[src/rtl/regfile_pkg.sv]
// Shared constants and the writeback entry type for the register-file write port.
package regfile_pkg;

    localparam int REG_AW   = 5;
    localparam int REG_DW   = 32;
    localparam int NUM_REGS = 32;

    localparam logic [REG_AW-1:0] ZERO_REG = '0;

    typedef struct packed {
        logic [REG_AW-1:0] addr;
        logic [REG_DW-1:0] data;
    } wb_entry_t;

endpackage

[src/rtl/regfile_wb_fifo.sv]
// Writeback request FIFO: storage, pointers, occupancy, tail-data overwrite and
// parallel address compares over the live entries for the pending flags.
module regfile_wb_fifo
    import regfile_pkg::*;
#(
    parameter int DEPTH = 4,
    parameter int AW    = REG_AW,
    parameter int DW    = REG_DW,
    localparam int PW   = $clog2(DEPTH),
    localparam int LW   = $clog2(DEPTH) + 1
) (
    input  logic          clk,
    input  logic          rst,
    input  logic          push,
    input  logic [AW-1:0] push_addr,
    input  logic [DW-1:0] push_data,
    input  logic          overwrite,
    input  logic          pop,
    output logic [AW-1:0] head_addr,
    output logic [DW-1:0] head_data,
    output logic [AW-1:0] tail_addr,
    output logic [LW-1:0] level,
    output logic          full,
    input  logic [AW-1:0] query_addr1,
    input  logic [AW-1:0] query_addr2,
    output logic          match1,
    output logic          match2
);

    logic [AW-1:0]    addr_mem [DEPTH];
    logic [DW-1:0]    data_mem [DEPTH];
    logic [PW-1:0]    rd_ptr;
    logic [PW-1:0]    wr_ptr;
    logic [PW-1:0]    tail_ptr;
    logic [LW-1:0]    count;
    logic             do_push;
    logic             do_pop;
    logic [DEPTH-1:0] entry_valid;
    logic [DEPTH-1:0] hit1;
    logic [DEPTH-1:0] hit2;
    logic [PW-1:0]    offset;

    assign full     = (count == LW'(DEPTH));
    assign do_push  = push && !full;
    assign do_pop   = pop && (count != '0);
    assign tail_ptr = wr_ptr - PW'(1);

    always_ff @(posedge clk or posedge rst) begin
        if (rst) begin
            rd_ptr <= '0;
            wr_ptr <= '0;
            count  <= '0;
        end else begin
            if (do_push) wr_ptr <= wr_ptr + PW'(1);
            if (do_pop)  rd_ptr <= rd_ptr + PW'(1);
            case ({do_push, do_pop})
                2'b10:   count <= count + LW'(1);
                2'b01:   count <= count - LW'(1);
                default: count <= count;
            endcase
        end
    end

    // Storage needs no reset: entries outside [rd_ptr, rd_ptr+count) are never observed.
    always_ff @(posedge clk) begin
        if (do_push) begin
            addr_mem[wr_ptr] <= push_addr;
            data_mem[wr_ptr] <= push_data;
        end else if (overwrite && (count != '0)) begin
            data_mem[tail_ptr] <= push_data;
        end
    end

    always_comb begin
        offset      = '0;
        entry_valid = '0;
        hit1        = '0;
        hit2        = '0;
        for (int i = 0; i < DEPTH; i++) begin
            offset         = PW'(i) - rd_ptr;
            entry_valid[i] = ({1'b0, offset} < count);
            hit1[i]        = entry_valid[i] && (addr_mem[i] == query_addr1);
            hit2[i]        = entry_valid[i] && (addr_mem[i] == query_addr2);
        end
    end

    assign head_addr = addr_mem[rd_ptr];
    assign head_data = data_mem[rd_ptr];
    assign tail_addr = addr_mem[tail_ptr];
    assign level     = count;
    assign match1    = |hit1;
    assign match2    = |hit2;

endmodule

[src/rtl/regfile_writeback_ctrl.sv]
// Register-file writeback controller: handshake, FIFO buffering, registered drain and
// pending-write status. Define REGWB_COALESCE_EN to merge requests hitting the tail register.
module regfile_writeback_ctrl
    import regfile_pkg::*;
#(
    parameter int DEPTH = 4,
    parameter int AW    = REG_AW,
    parameter int DW    = REG_DW,
    localparam int LW   = $clog2(DEPTH) + 1
) (
    input  logic          Clk,
    input  logic          Reset,
    input  logic          WbValid,
    output logic          WbReady,
    input  logic [AW-1:0] WbRegister,
    input  logic [DW-1:0] WbData,
    input  logic          WbStall,
    output logic [AW-1:0] WriteRegister,
    output logic [DW-1:0] WriteData,
    output logic          RegWrite,
    input  logic [AW-1:0] QueryRegister1,
    input  logic [AW-1:0] QueryRegister2,
    output logic          Pending1,
    output logic          Pending2,
    output logic [LW-1:0] Level
);

`ifdef REGWB_COALESCE_EN
    localparam bit COALESCE = 1'b1;
`else
    localparam bit COALESCE = 1'b0;
`endif

    logic [LW-1:0] fifo_level;
    logic          fifo_full;
    logic [AW-1:0] head_addr;
    logic [DW-1:0] head_data;
    logic [AW-1:0] tail_addr;
    logic          fifo_match1;
    logic          fifo_match2;
    logic          pop;
    logic          push;
    logic          overwrite;
    logic          accept;
    logic          nonzero;
    logic          coalesce_hit;

    assign pop = !WbStall && (fifo_level != '0);

    // A single-entry FIFO being popped cannot be overwritten; the request becomes a new entry.
    assign coalesce_hit = COALESCE && (WbRegister == tail_addr) &&
                          ((fifo_level >= LW'(2)) || ((fifo_level == LW'(1)) && !pop));

    assign WbReady   = !Reset && (!fifo_full || (WbValid && coalesce_hit));
    assign accept    = WbValid && WbReady;
    assign nonzero   = (WbRegister != AW'(ZERO_REG));
    assign push      = accept && nonzero && !coalesce_hit;
    assign overwrite = accept && nonzero && coalesce_hit;

    regfile_wb_fifo #(
        .DEPTH (DEPTH),
        .AW    (AW),
        .DW    (DW)
    ) u_fifo (
        .clk         (Clk),
        .rst         (Reset),
        .push        (push),
        .push_addr   (WbRegister),
        .push_data   (WbData),
        .overwrite   (overwrite),
        .pop         (pop),
        .head_addr   (head_addr),
        .head_data   (head_data),
        .tail_addr   (tail_addr),
        .level       (fifo_level),
        .full        (fifo_full),
        .query_addr1 (QueryRegister1),
        .query_addr2 (QueryRegister2),
        .match1      (fifo_match1),
        .match2      (fifo_match2)
    );

    always_ff @(posedge Clk or posedge Reset) begin
        if (Reset) begin
            RegWrite      <= 1'b0;
            WriteRegister <= '0;
            WriteData     <= '0;
        end else if (pop) begin
            RegWrite      <= 1'b1;
            WriteRegister <= head_addr;
            WriteData     <= head_data;
        end else begin
            RegWrite      <= 1'b0;
        end
    end

    // The write sitting in the output stage still counts as pending until its commit edge.
    assign Pending1 = !Reset && (QueryRegister1 != AW'(ZERO_REG)) &&
                      (fifo_match1 || (RegWrite && (WriteRegister == QueryRegister1)));
    assign Pending2 = !Reset && (QueryRegister2 != AW'(ZERO_REG)) &&
                      (fifo_match2 || (RegWrite && (WriteRegister == QueryRegister2)));

    assign Level = fifo_level;

endmodule

[config.mk]
export PLATFORM = sky130hd
export DESIGN_NAME = regfile_writeback_ctrl
export DESIGN_NICKNAME = d
export VERILOG_FILES = /design/src/rtl/regfile_pkg.sv /design/src/rtl/regfile_wb_fifo.sv /design/src/rtl/regfile_writeback_ctrl.sv
export SDC_FILE = /design/constraint.sdc
export NUM_CORES = 1
export LEC_CHECK = 0
export CAP_MARGIN = 20
export CORE_ASPECT_RATIO = 1.2
export CORE_UTILIZATION = 35
export CTS_CLUSTER_DIAMETER = 120
export DETAILED_ROUTE_END_ITERATION = 7
export SLEW_MARGIN = 20
export SYNTH_ARGS = -nofsm -noshare
export SYNTH_HDL_FRONTEND = slang
export SYNTH_SLANG_ARGS = --single-unit
[constraint.sdc]
create_clock -name Clk -period 2.9 [get_ports Clk]
set_input_delay 0.58 -clock Clk [delete_from_list [all_inputs] [get_ports Clk]]
set_output_delay 0.58 -clock Clk [all_outputs]
set_load 0.05 [all_outputs]
==> impl_metrics.tcl <==
set metrics [dict create \
    maxSlewHeadroom 0.530 \
    ys_seq_area_frac 0.687 \
    dpl.hpwl_um 10800 \
    drtIter0Drc 154 \
    die-area_um2 23800 \
    rows 60 \
    cts_tree "built" \
    arrival_ns 2.28 \
    grt_pass1_vias 4572 \
    dp_cells 818 \
    avgViaCountPerCell 4.77 \
    antenna_found_initial 1 \
    synth_fp_nets 477 \
    cts-buffers-inserted 17 \
    cts.path.max_buffers 2 \
    cts.clk_slew.worst_paths_ns 0.07 \
    holdWs_ns 0.500 \
    peakVddDrop_mv 0.516 \
    period_share 0.987 \
    fin_cells 859 \
    cts_root_buffer "clkbuf_16" \
    synth_area_per_cell_um2 19.5 \
    hold_viol_final 0 \
    initial_core_util 0.359 \
    hp-class "reg2reg" \
    grt-ovfl-total 0 \
    finalInstanceArea_um2 10200 \
    fp.dieH_um 169 \
    yosysUniqueCellTypes 39 \
    maxCapViolations 0 \
    ant_nets 0 \
    required_ns 2.32 \
    routed_wl_um 17100 \
    routabilityCongestion 0.898 \
    io-pin-count 95 \
    htreeDepth 4 \
    grt_pass1_wl_um 26700 \
    area_growth_pct 26.3 \
    yosys_register_bits 193 \
    tightest_slew_ns 0.705 \
    total_power_mw 10.7 \
    ctsHoldBuffers 0 \
    coreArea_um2 22600 \
    path_max_fanout 2 \
    synthCells 416 \
    clk_latency_ns 0.42 \
    startpoint_type "flip-flop" \
    worstSetupPathType "reg2out" \
    p_per_area_nw_per_um2 1040 \
    p_leak_nw 3.64 \
    finalMaxSlewViolations 0 \
    fill_cells 1980 \
    register_area_um2 5570 \
    fmax_mhz 350 \
    cts_sinks 193 \
    fin_crit_ns 2.86 \
    io_buffers 94 \
    status "completed" \
    die_x_um 141 \
    nets 597 \
    drc 0 \
    layout-drive-gt1-share 0.288 \
    insertedDiodeCount 0 \
    syn_area_um2 8110 \
    yosysWarnings 0 \
    rsz0062_at_grt "yes" \
    grt_max_degree 46 \
    grt_use_total 0.154 \
    vias 4101 \
    setup_viol 0 \
    cp-end-kind "output port" \
    firstDrtPassIters 4 \
    placed_area_um2 9480 \
    fin_skew_ns 0.00906 \
    dp_slack_ns -0.164 \
    multi_input_area_um2 2460 \
    wl_per_cell_um 19.9 \
    finalWorstSetupSlack_ns 0.0391 \
]
area by class of cell:
cell class	instances	area share
clock buffers	19	0.0423
clock inverters	13	0.0142
repair buffers	124	0.118
inverters	10	0.00440
flip-flops and latches	193	0.544
multi-input cells	190	0.240
well taps	310	0.0379
final timing paths:
check,depth (start not counted),start,slack [ns],to
worst max-delay path,8,u_fifo.rd_ptr[0],0.04,Pending2
worst min-delay path,1,WriteData[0],0.50,WriteData[0]
worst max register to register,8,u_fifo.level[1],0.53,u_fifo.data_mem[2][28]
worst min register to register,1,WriteData[0],0.50,WriteData[0]
max in group asynchronous,3,Reset,1.51,u_fifo.rd_ptr[1]
min in group asynchronous,3,Reset,0.88,WriteRegister[1]
cells in the final DEF (no fill, tap or decap), types with 2 or more instances in the layout:
cell	instances
mux4_2	36
nor2_1	2
dlygate4sd2_1	3
o21ai_0	3
edfxtp_1	148
buf_12	3
ha_4	3
a31oi_4	2
clkinvlp_4	2
a31oi_2	2
o31a_1	2
nor4_1	3
clkinv_4	3
buf_6	2
xor2_1	31
inv_8	3
inv_6	4
nand3_1	3
nand2_1	3
a21oi_2	2
nor3_1	5
dfrtp_2	2
clkdlybuf4s50_1	86
nand4_1	2
ha_1	6
dlymetal6s2s_1	2
and2_2	4
xnor2_1	25
inv_1	7
buf_4	28
clkbuf_16	17
dfrtp_1	43
mux2_4	36
clkbuf_1	2
report_power, final:
part           total, mW  switching (mW)  leakage (nW)  internal, mW
Clock               2.27            1.05         0.283          1.22
Sequential          3.89           0.350          1.87          3.54
Combinational       4.52            2.45          1.49          2.07
logic make-up after synthesis:
group	count (synthesis)	share of synthesized area
XOR/XNOR	57	0.0615
flip-flops	193	0.687
buffers and inverters	33	0.0251
adder cells (fa/ha/maj)	10	0.0163
multiplexers	75	0.172
AND/OR/NAND/NOR	27	0.0182
AO/OA/AOI/OAI	21	0.0199
registers in the layout (all words and copies together) (netlist names):
name / count
WriteRegister: 5
u_fifo.data_mem: 128
u_fifo.rd_ptr: 2
RegWrite: 1
WriteData: 32
u_fifo.wr_ptr: 2
u_fifo.level: 3
u_fifo.addr_mem: 20
synthesized netlist by cell type, drive strengths merged:
| library cell | n | share of area |
|---|---|---|
| dfrtp | 45 | 0.14 |
| o211ai | 1 | 0.00093 |
| or3 | 1 | 0.00077 |
| xor2 | 32 | 0.035 |
| a31oi | 4 | 0.0049 |
| mux2 | 37 | 0.068 |
| a21oi | 4 | 0.0029 |
| and3 | 1 | 0.00077 |
| or4 | 1 | 0.00093 |
| edfxtp | 148 | 0.55 |
| mux4 | 37 | 0.10 |
| xnor2 | 25 | 0.027 |
| nor3 | 5 | 0.0031 |
| nor2b | 1 | 0.00077 |
| o2111ai | 2 | 0.0022 |
| fa | 1 | 0.0025 |
| o31a | 2 | 0.0022 |
| and2 | 4 | 0.0031 |
| nand2 | 3 | 0.0014 |
| ha | 9 | 0.014 |
| nor2 | 2 | 0.00093 |
| nand2b | 1 | 0.00077 |
| o21ai | 4 | 0.0025 |
| nand3 | 3 | 0.0018 |
| a41oi | 1 | 0.0011 |
| inv | 10 | 0.0046 |
| o41ai | 1 | 0.0011 |
| buf | 19 | 0.019 |
| clkbuf | 4 | 0.0018 |
| o311a | 1 | 0.0012 |
| o31ai | 1 | 0.00093 |
| mux2i | 1 | 0.0012 |
| nand4 | 2 | 0.0015 |
| nor4 | 3 | 0.0023 |
worst max-delay path, cell delays in order, from the launching register on:
cell       delay [ns]
dfrtp_2          0.43
xor2_2           0.21
inv_2            0.07
ha_4             0.22
a21oi_4          0.16
o2111ai_2        0.12
o31a_1           0.27
a31oi_2          0.19
buf_6            0.18
through the flow:
stage           util  setup TNS (ns)
3_3_place_gp   0.419          -0.149
6_report       0.453               0
3_5_place_dp   0.419          -0.164
5_1_grt        0.453          -0.108
4_1_cts        0.450         -0.0493
2_1_floorplan      -               0
layer usage:
metal	vias to the layer above	track usage	wire, um
met5	-	0	14
met4	2	0.0543	262
met3	19	0.0351	616
met2	81	0.270	8930
met1	2151	0.187	7230
li1	1848	-	-
timing repair:
item / in CTS / in global routing
gates resized for setup: 16 / 8
endpoints found under the setup margin: 2 / 2
pin swaps: 7 / 10
setup buffers: 7 / 2
hold endpoints to repair: 0 / 0
(Power assumes the default switching activity.)
